$ cat config.mk
export PLATFORM = sky130hd
export DESIGN_NAME = gx_wpar_drain
export DESIGN_NICKNAME = d
export VERILOG_FILES = /design/src/rtl/gx_wpar_drain.sv
export SDC_FILE = /design/constraint.sdc
export NUM_CORES = 1
export LEC_CHECK = 0
export ABC_CLOCK_PERIOD_IN_PS = 8800
export CORE_AREA = 2 2 155 157
export CTS_BUF_LIST = sky130_fd_sc_hd__clkbuf_4 sky130_fd_sc_hd__clkbuf_8 sky130_fd_sc_hd__clkbuf_16
export DETAILED_ROUTE_END_ITERATION = 8
export DIE_AREA = 0 0 157 159
export GPL_TIMING_DRIVEN = 0
export PLACE_DENSITY = 0.57
export SLEW_MARGIN = 10
export SYNTH_ARGS = -nofsm -noshare
export SYNTH_HDL_FRONTEND = slang
export SYNTH_SLANG_ARGS = --single-unit
$ cat constraint.sdc
create_clock -name clk -period 8.8 [get_ports clk]
set_clock_uncertainty 0.15 [all_clocks]
set_input_delay 2.2 -clock clk [delete_from_list [all_inputs] [get_ports clk]]
set_output_delay 2.2 -clock clk [all_outputs]
set_load 0.05 [all_outputs]
$ cat src/rtl/gx_wpar_drain.sv
// Drain sequencer: moves one full 32-byte gather buffer into the CP command FIFO ring as a
// two-beat burst, then advances the ring write pointer. Optional wrap flag: GXWPAR_WRAP_FLAG_EN.
module gx_wpar_drain #(
   parameter int unsigned ADDR_W = 26
) (
   input  logic              clk,
   input  logic              resetn,
   input  logic              enable,
   input  logic              fifo_full,
   output logic              fifo_read,
   input  logic [127:0]      fifo_data,
   input  logic [ADDR_W-1:0] cfg_base,
   input  logic [ADDR_W-1:0] cfg_end,
   input  logic              cfg_wptr_load,
   input  logic [ADDR_W-1:0] cfg_wptr_val,
   output logic              mem_valid,
   input  logic              mem_ready,
   output logic [ADDR_W-1:0] mem_addr,
   output logic [127:0]      mem_wdata,
   output logic              mem_last,
   output logic [ADDR_W-1:0] wptr,
   output logic              busy
`ifdef GXWPAR_WRAP_FLAG_EN
   ,
   output logic              wrap
`endif
);

   typedef enum logic [2:0] {
      IDLE,
      FETCH0,
      BEAT0,
      FETCH1,
      BEAT1,
      COMMIT
   } state_t;

   state_t            r_state;
   logic              r_fifo_read;
   logic              r_mem_valid;
   logic              r_mem_last;
   logic [ADDR_W-1:0] r_wptr;
   logic              r_pend;
   logic [ADDR_W-1:0] r_pend_val;

   logic [ADDR_W-1:0] w_ld_val;
   logic [ADDR_W-1:0] w_next;
   logic              w_wraps;
   logic              w_pend_hit;
   logic [ADDR_W-1:0] w_pend_val;

   assign w_ld_val   = cfg_wptr_val & ~ADDR_W'(5'h1F);
   assign w_next     = r_wptr + ADDR_W'(32);
   assign w_wraps    = (w_next >= cfg_end);
   // A strobe landing in COMMIT itself is honoured like a pending load rather than dropped.
   assign w_pend_hit = r_pend | cfg_wptr_load;
   assign w_pend_val = cfg_wptr_load ? w_ld_val : r_pend_val;

   always_ff @(posedge clk) begin
      if (!resetn) begin
         r_state     <= IDLE;
         r_fifo_read <= 1'b0;
         r_mem_valid <= 1'b0;
         r_mem_last  <= 1'b0;
         r_wptr      <= '0;
         r_pend      <= 1'b0;
         r_pend_val  <= '0;
      end else begin
         r_fifo_read <= 1'b0;
         case (r_state)
            IDLE: begin
               if (cfg_wptr_load)
                  r_wptr <= w_ld_val;
               if (fifo_full && enable) begin
                  r_fifo_read <= 1'b1;
                  r_state     <= FETCH0;
               end
            end
            FETCH0: begin
               r_mem_valid <= 1'b1;
               r_mem_last  <= 1'b0;
               r_state     <= BEAT0;
            end
            BEAT0: begin
               if (mem_ready) begin
                  r_mem_valid <= 1'b0;
                  r_fifo_read <= 1'b1;
                  r_state     <= FETCH1;
               end
            end
            FETCH1: begin
               r_mem_valid <= 1'b1;
               r_mem_last  <= 1'b1;
               r_state     <= BEAT1;
            end
            BEAT1: begin
               if (mem_ready) begin
                  r_mem_valid <= 1'b0;
                  r_mem_last  <= 1'b0;
                  r_state     <= COMMIT;
               end
            end
            COMMIT: begin
               if (w_pend_hit)
                  r_wptr <= w_pend_val;
               else if (w_wraps)
                  r_wptr <= cfg_base;
               else
                  r_wptr <= w_next;
               r_pend  <= 1'b0;
               r_state <= IDLE;
            end
            default: r_state <= IDLE;
         endcase
         if (cfg_wptr_load && r_state != IDLE && r_state != COMMIT) begin
            r_pend     <= 1'b1;
            r_pend_val <= w_ld_val;
         end
      end
   end

`ifdef GXWPAR_WRAP_FLAG_EN
   logic r_wrap;

   always_ff @(posedge clk) begin
      if (!resetn)
         r_wrap <= 1'b0;
      else if (r_state == IDLE && cfg_wptr_load)
         r_wrap <= 1'b0;
      else if (r_state == COMMIT) begin
         if (w_pend_hit)
            r_wrap <= 1'b0;
         else if (w_wraps)
            r_wrap <= 1'b1;
      end
   end

   assign wrap = r_wrap;
`endif

   assign fifo_read = r_fifo_read;
   assign mem_valid = r_mem_valid;
   assign mem_last  = r_mem_last;
   assign mem_addr  = r_wptr;
   assign mem_wdata = fifo_data;
   assign wptr      = r_wptr;
   assign busy      = (r_state != IDLE);

endmodule

* After elaboration in Yosys (flattened, before gate mapping)
Index checks and enable logic that the tools add are counted.
** Word-level totals
- Flip-flop bits (word level) :: 54
- Bits in latches :: 0
- Bits in writable memories :: 0
- ROM bits :: 0
- Output and inout port bits :: 184
- Word-level logic and storage cells :: 53
- Memories kept :: 0
** Cells by class
- $add $sub $neg :: 1
- Multipliers :: 0
- Divide/modulo/power cells :: 0
- $lt $le $gt $ge :: 1
- Equal/unequal tests :: 11
- Shift operators :: 0
- Multiplexer cells :: 17
- Bitwise operators :: 1
- Reduce and logical (&&, ||, !) cells :: 15
** Operators with widths (count)
- $mux W26 :: 4
- $pmux W26 S2 :: 1
- $add A26 B6 Y26 const B :: 1
- $ge A26 B26 Y1 :: 1
- $pmux W3 S5 :: 1
- $mux W3 :: 3
- $ne A2 B2 Y1 const B :: 4
- $eq A3 B2 Y1 const B :: 2
- $eq A3 B3 Y1 const B :: 2
- $reduce_and A2 Y1 :: 3
- $reduce_bool A2 Y1 :: 3
- $reduce_bool A3 Y1 :: 2
- $mux W1 :: 5
- $pmux W1 S2 :: 2
- $reduce_or A2 Y1 :: 2
- $eq A3 B1 Y1 const B :: 1
- $logic_and A1 B1 Y1 :: 3
- $logic_not A3 Y1 :: 1
- $ne A3 B3 Y1 const B :: 1
- $pmux W1 S3 :: 1
- $reduce_and A3 Y1 :: 1
- $ne A2 B1 Y1 const B :: 1
- $or A1 B1 Y1 :: 1

* Longest topological paths before layout
- Word-level depth :: 5
- Depth in mapped cells :: 13
- Mapped depth without buffers :: 12

* Worst setup path after synthesis
OpenSTA, ideal clock, no wires.
- Path type :: input port to output port
- Start :: input port fifo_data[0]
- End :: output port mem_wdata[0]
- Arrival time :: 2.370 ns
- Data required time :: 6.450 ns
- Slack :: 4.080 ns
- Stages :: 1
- Buffers on the path :: 1
- Path through :: buf_4
** RTL lines
- from (decl) :: line 11 : input logic [127:0] fifo_data,
- to (decl) :: line 19 : output logic [127:0] mem_wdata,
No word-level cell between the ends.

* Worst setup path after layout
- Start :: input port fifo_data[93]
- End :: output port mem_wdata[93]
No word-level cell between the ends.

==> impl.org <==
** Status
- The flow ran to the end, and the final reports show no timing, DRC or antenna violations.

** Pwr
- Final Total Pwr :: 1070 µW
- In this run the static leakage power is 0.00355 µW.
- Worst voltage drop across the vdd grid :: 0.0735 mV
- Power per cell area :: 133 nW/µm²

** Synth
- In this run, distinct cell masters in the synthesized netlist total 50.
- Gate count after technology mapping :: 599
- By count the netlist is led by 157 x sky130_fd_sc_hd__buf_4, 54 x sky130_fd_sc_hd__a21oi_1, 54 x sky130_fd_sc_hd__dfxtp_1.
- In this run, synthesis produced a sequential element count of 54.
- The most used flip-flop cell after synthesis is sky130_fd_sc_hd__dfxtp_1.
- The number of nets handed over by synthesis was 838.
- Averaged over all synthesized cells, the footprint is 8.11 µm².
- The synthesized design devotes to its leading area cell type 24.3% of total area.
- sky130_fd_sc_hd__buf_4 is the most common cell in the netlist.
- Cell type with the largest total area after synthesis :: sky130_fd_sc_hd__buf_4
- Largest cells by area after synthesis :: sky130_fd_sc_hd__buf_4 24%, sky130_fd_sc_hd__dfxtp_1 22%, sky130_fd_sc_hd__ha_1 7.0%
- Counting flops with a built-in enable in the synthesized netlist gives 0.
- FFs w/ async S/R, synth :: 0%
- During synthesis, Yosys emitted a total of 0 warnings.
- The synthesized netlist occupies a cell area of 4860 µm².
- Share of synthesized area occupied by flip-flops and latches :: 22.3%

** Critical path
- The worst setup path is of the in -> out kind.
- Endpoint class of the critical path :: output port
- Highest cell delay on the worst timing path :: 0.80 ns
- The slowest stage of the critical path is the sky130_fd_sc_hd__clkdlybuf4s50_1 cell.
- For the worst setup path, the data arrival time is 3.08 ns.
- Critical path launch point type :: input pin
- Grouping stages by cell kind, the critical path spends the most delay in buffers and inverters.
- Buffers plus inverters on the worst setup path :: 2
- Peak fanout along the critical path :: 1
- The signal on the critical path passes through buf_4 -> clkdlybuf4s50_1.
- At the worst endpoint, the required time is 6.45 ns.

** Die
- Ports placed on the boundary :: 396
- The floorplan step defined a core boundary enclosing 23200 µm².
- Die outline height :: 159 µm
- The floorplan step defined a die boundary enclosing 25000 µm².
- The floorplan has 56 rows.
- The die is 157 µm wide.
- The initial utilization of the core area, before any placement, comes to 20.9%.

** Timing
- FMAX :: 184 MHz
- Setup violations remaining at the end of the flow were counted as 0.
- Count of pins over their slew limit :: 0
- The number of hold violations in the final report came to 0.
- Fin Setup TNS :: 0 ns
- At the pin with the least slew margin, the transition time is 0.731 ns.
- In this run the tightest slew margin relative to its limit is 51.1%.
- Setup repair after global routing missed its margin :: no
- The routed design could run at a clock period as short as 5.43 ns.
- Final hold slack :: 0.373 ns
- Share of the cycle needed by the critical path after routing :: 61.7%

** GRT
- First-pass GRT wire length :: 26700 µm
- Number of antenna violations at the first check in global routing :: 2
- Across every metal layer, demand over resource in global routing totals 13.7%.
- Via count of the first global-routing pass :: 4863
- Global route total overflow :: 0
- Entering global routing, the biggest net connects 17 pins.

** CTS
- Gates resized during post-CTS repair numbered 0.
- The cell sitting at the root of the clock tree is a sky130_fd_sc_hd__clkbuf_16.
- Clock slew at the register clock pins of the worst setup and hold paths :: 0.07 ns
- CTS Buffer Depth :: 2
- Counting the buffers created by CTS gives 5.
- Number of setup buffers added after CTS :: 0
- In this run, post-CTS hold repair placed 0 buffers.
- Total number of H-tree levels :: 2
- Clock sink count :: 54
- TritonCTS built the clock tree.
- The clock reaches the later pin of the worst-skew pair after 0.31 ns.

** Drt
- Number of DRC markers in iteration 0 :: 206
- Via-to-Cell Ratio :: 4.14
- Count of antenna-violating nets left after detailed routing :: 0
- Routed length per placed instance :: 15.1 µm
- Drt drc :: 0
- Number of iterations in the first detailed-routing pass :: 4
- After detailed routing, the total wire length is 18000 µm.
- Via count :: 4916

** Finish
- Final core utilization :: 34.7%
- Layout net count :: 1107
- Antenna fix cells :: 0
- Fraction of layout cells with a size suffix above 1 :: 23.1%
- Synthesis-to-finish area growth :: 65.5%

** Placement
- RD Place Congestion :: 0.789
- Once detailed placement completed, the half-perimeter wirelength came to 15300 µm.
- The count of buffers added on input and output ports is 262.

** Job
- The tool flagged a number of max-cap violations equal to 0.

** Hold path
- In this run the worst hold path is classified as reg -> reg.
==> path summary, 6_finish.rpt <==
path	startpoint	endpoint	slack (ns)	cells after the start
worst max-delay path	fifo_data[93]	mem_wdata[93]	3.37	2
worst min-delay path	r_pend_val[16]	r_pend_val[16]	0.37	2
worst max register to register	mem_addr[5]	mem_addr[9]	4.95	12
worst min register to register	r_pend_val[16]	r_pend_val[16]	0.37	2
==> routing by layer <==
layer | up-vias | part of all wire (%) | global-route usage [%] | wire (µm)
met2 | 221 | 50 | 24.5 | 8900
li1 | 2470 | - | - | -
met4 | 4 | 0.96 | 2.46 | 172
met1 | 2206 | 41 | 16.2 | 7350
met5 | - | 0.13 | 0 | 24
met3 | 15 | 8.5 | 4.25 | 1520
==> final cells by class <==
class	instances	area (µm²)
flip-flops and latches	54	1080
repair buffers	262	2620
clock inverters	1	8.76
well taps	319	399
multi-input cells	329	2340
fillers	2436	15200
inverters	32	120
plain buffers	184	1320
clock buffers	7	153
==> stage by stage <==
stage,cells,setup slack (ns),cell area (µm²)
after floorplan,599,4.08,4860
after global placement,1180,3.37,7880
after detailed placement,1180,3.37,7880
after CTS,1188,3.37,8040
after global routing,1188,3.35,8040
final,1188,3.37,8040
==> flip-flops by register name, indices dropped and copies added, names as in the netlist <==
| register | cells |
|---|---|
| mem_addr | 26 |
| r_pend_val | 21 |
| r_state | 3 |
| fifo_read | 1 |
| mem_last | 1 |
| mem_valid | 1 |
| r_pend | 1 |
==> kinds of logic after synthesis <==
group	count (synthesis)	share of synthesized area, %
flip-flops	54	22.3
buffers and inverters	216	29.6
AND/OR/NAND/NOR	138	16.9
multiplexers	21	4.33
AO/OA/AOI/OAI	122	16.2
XOR/XNOR	21	3.79
adder cells (fa/ha/maj)	27	6.95
==> layout by cell type, fill, tap and decap left out, drive strengths merged, types with 3 or more instances in the layout <==
| cell | instances |
|---|---|
| clkbuf | 24 |
| mux2i | 21 |
| nor2 | 15 |
| clkdlybuf4s50 | 262 |
| a21oi | 55 |
| nand3 | 11 |
| nor4 | 4 |
| nand2 | 16 |
| o22ai | 21 |
| nand4 | 9 |
| nor2b | 24 |
| and3 | 4 |
| a21o | 3 |
| buf | 167 |
| inv | 32 |
| dfxtp | 54 |
| nand2b | 4 |
| o31ai | 19 |
| nor3 | 22 |
| xnor2 | 10 |
| a32o | 5 |
| xor2 | 11 |
| o21ai | 5 |
| nor3b | 3 |
| or3b | 20 |
| ha | 27 |
==> where the power goes <==
part | switching (µW) | total [µW] | leakage, µW | internal (µW)
clock network | 104 | 226 | 0.0000801 | 122
registers | 28.0 | 290 | 0.000442 | 262
logic | 319 | 550 | 0.00303 | 231
Note: power is estimated with default switching activity, not from simulation.
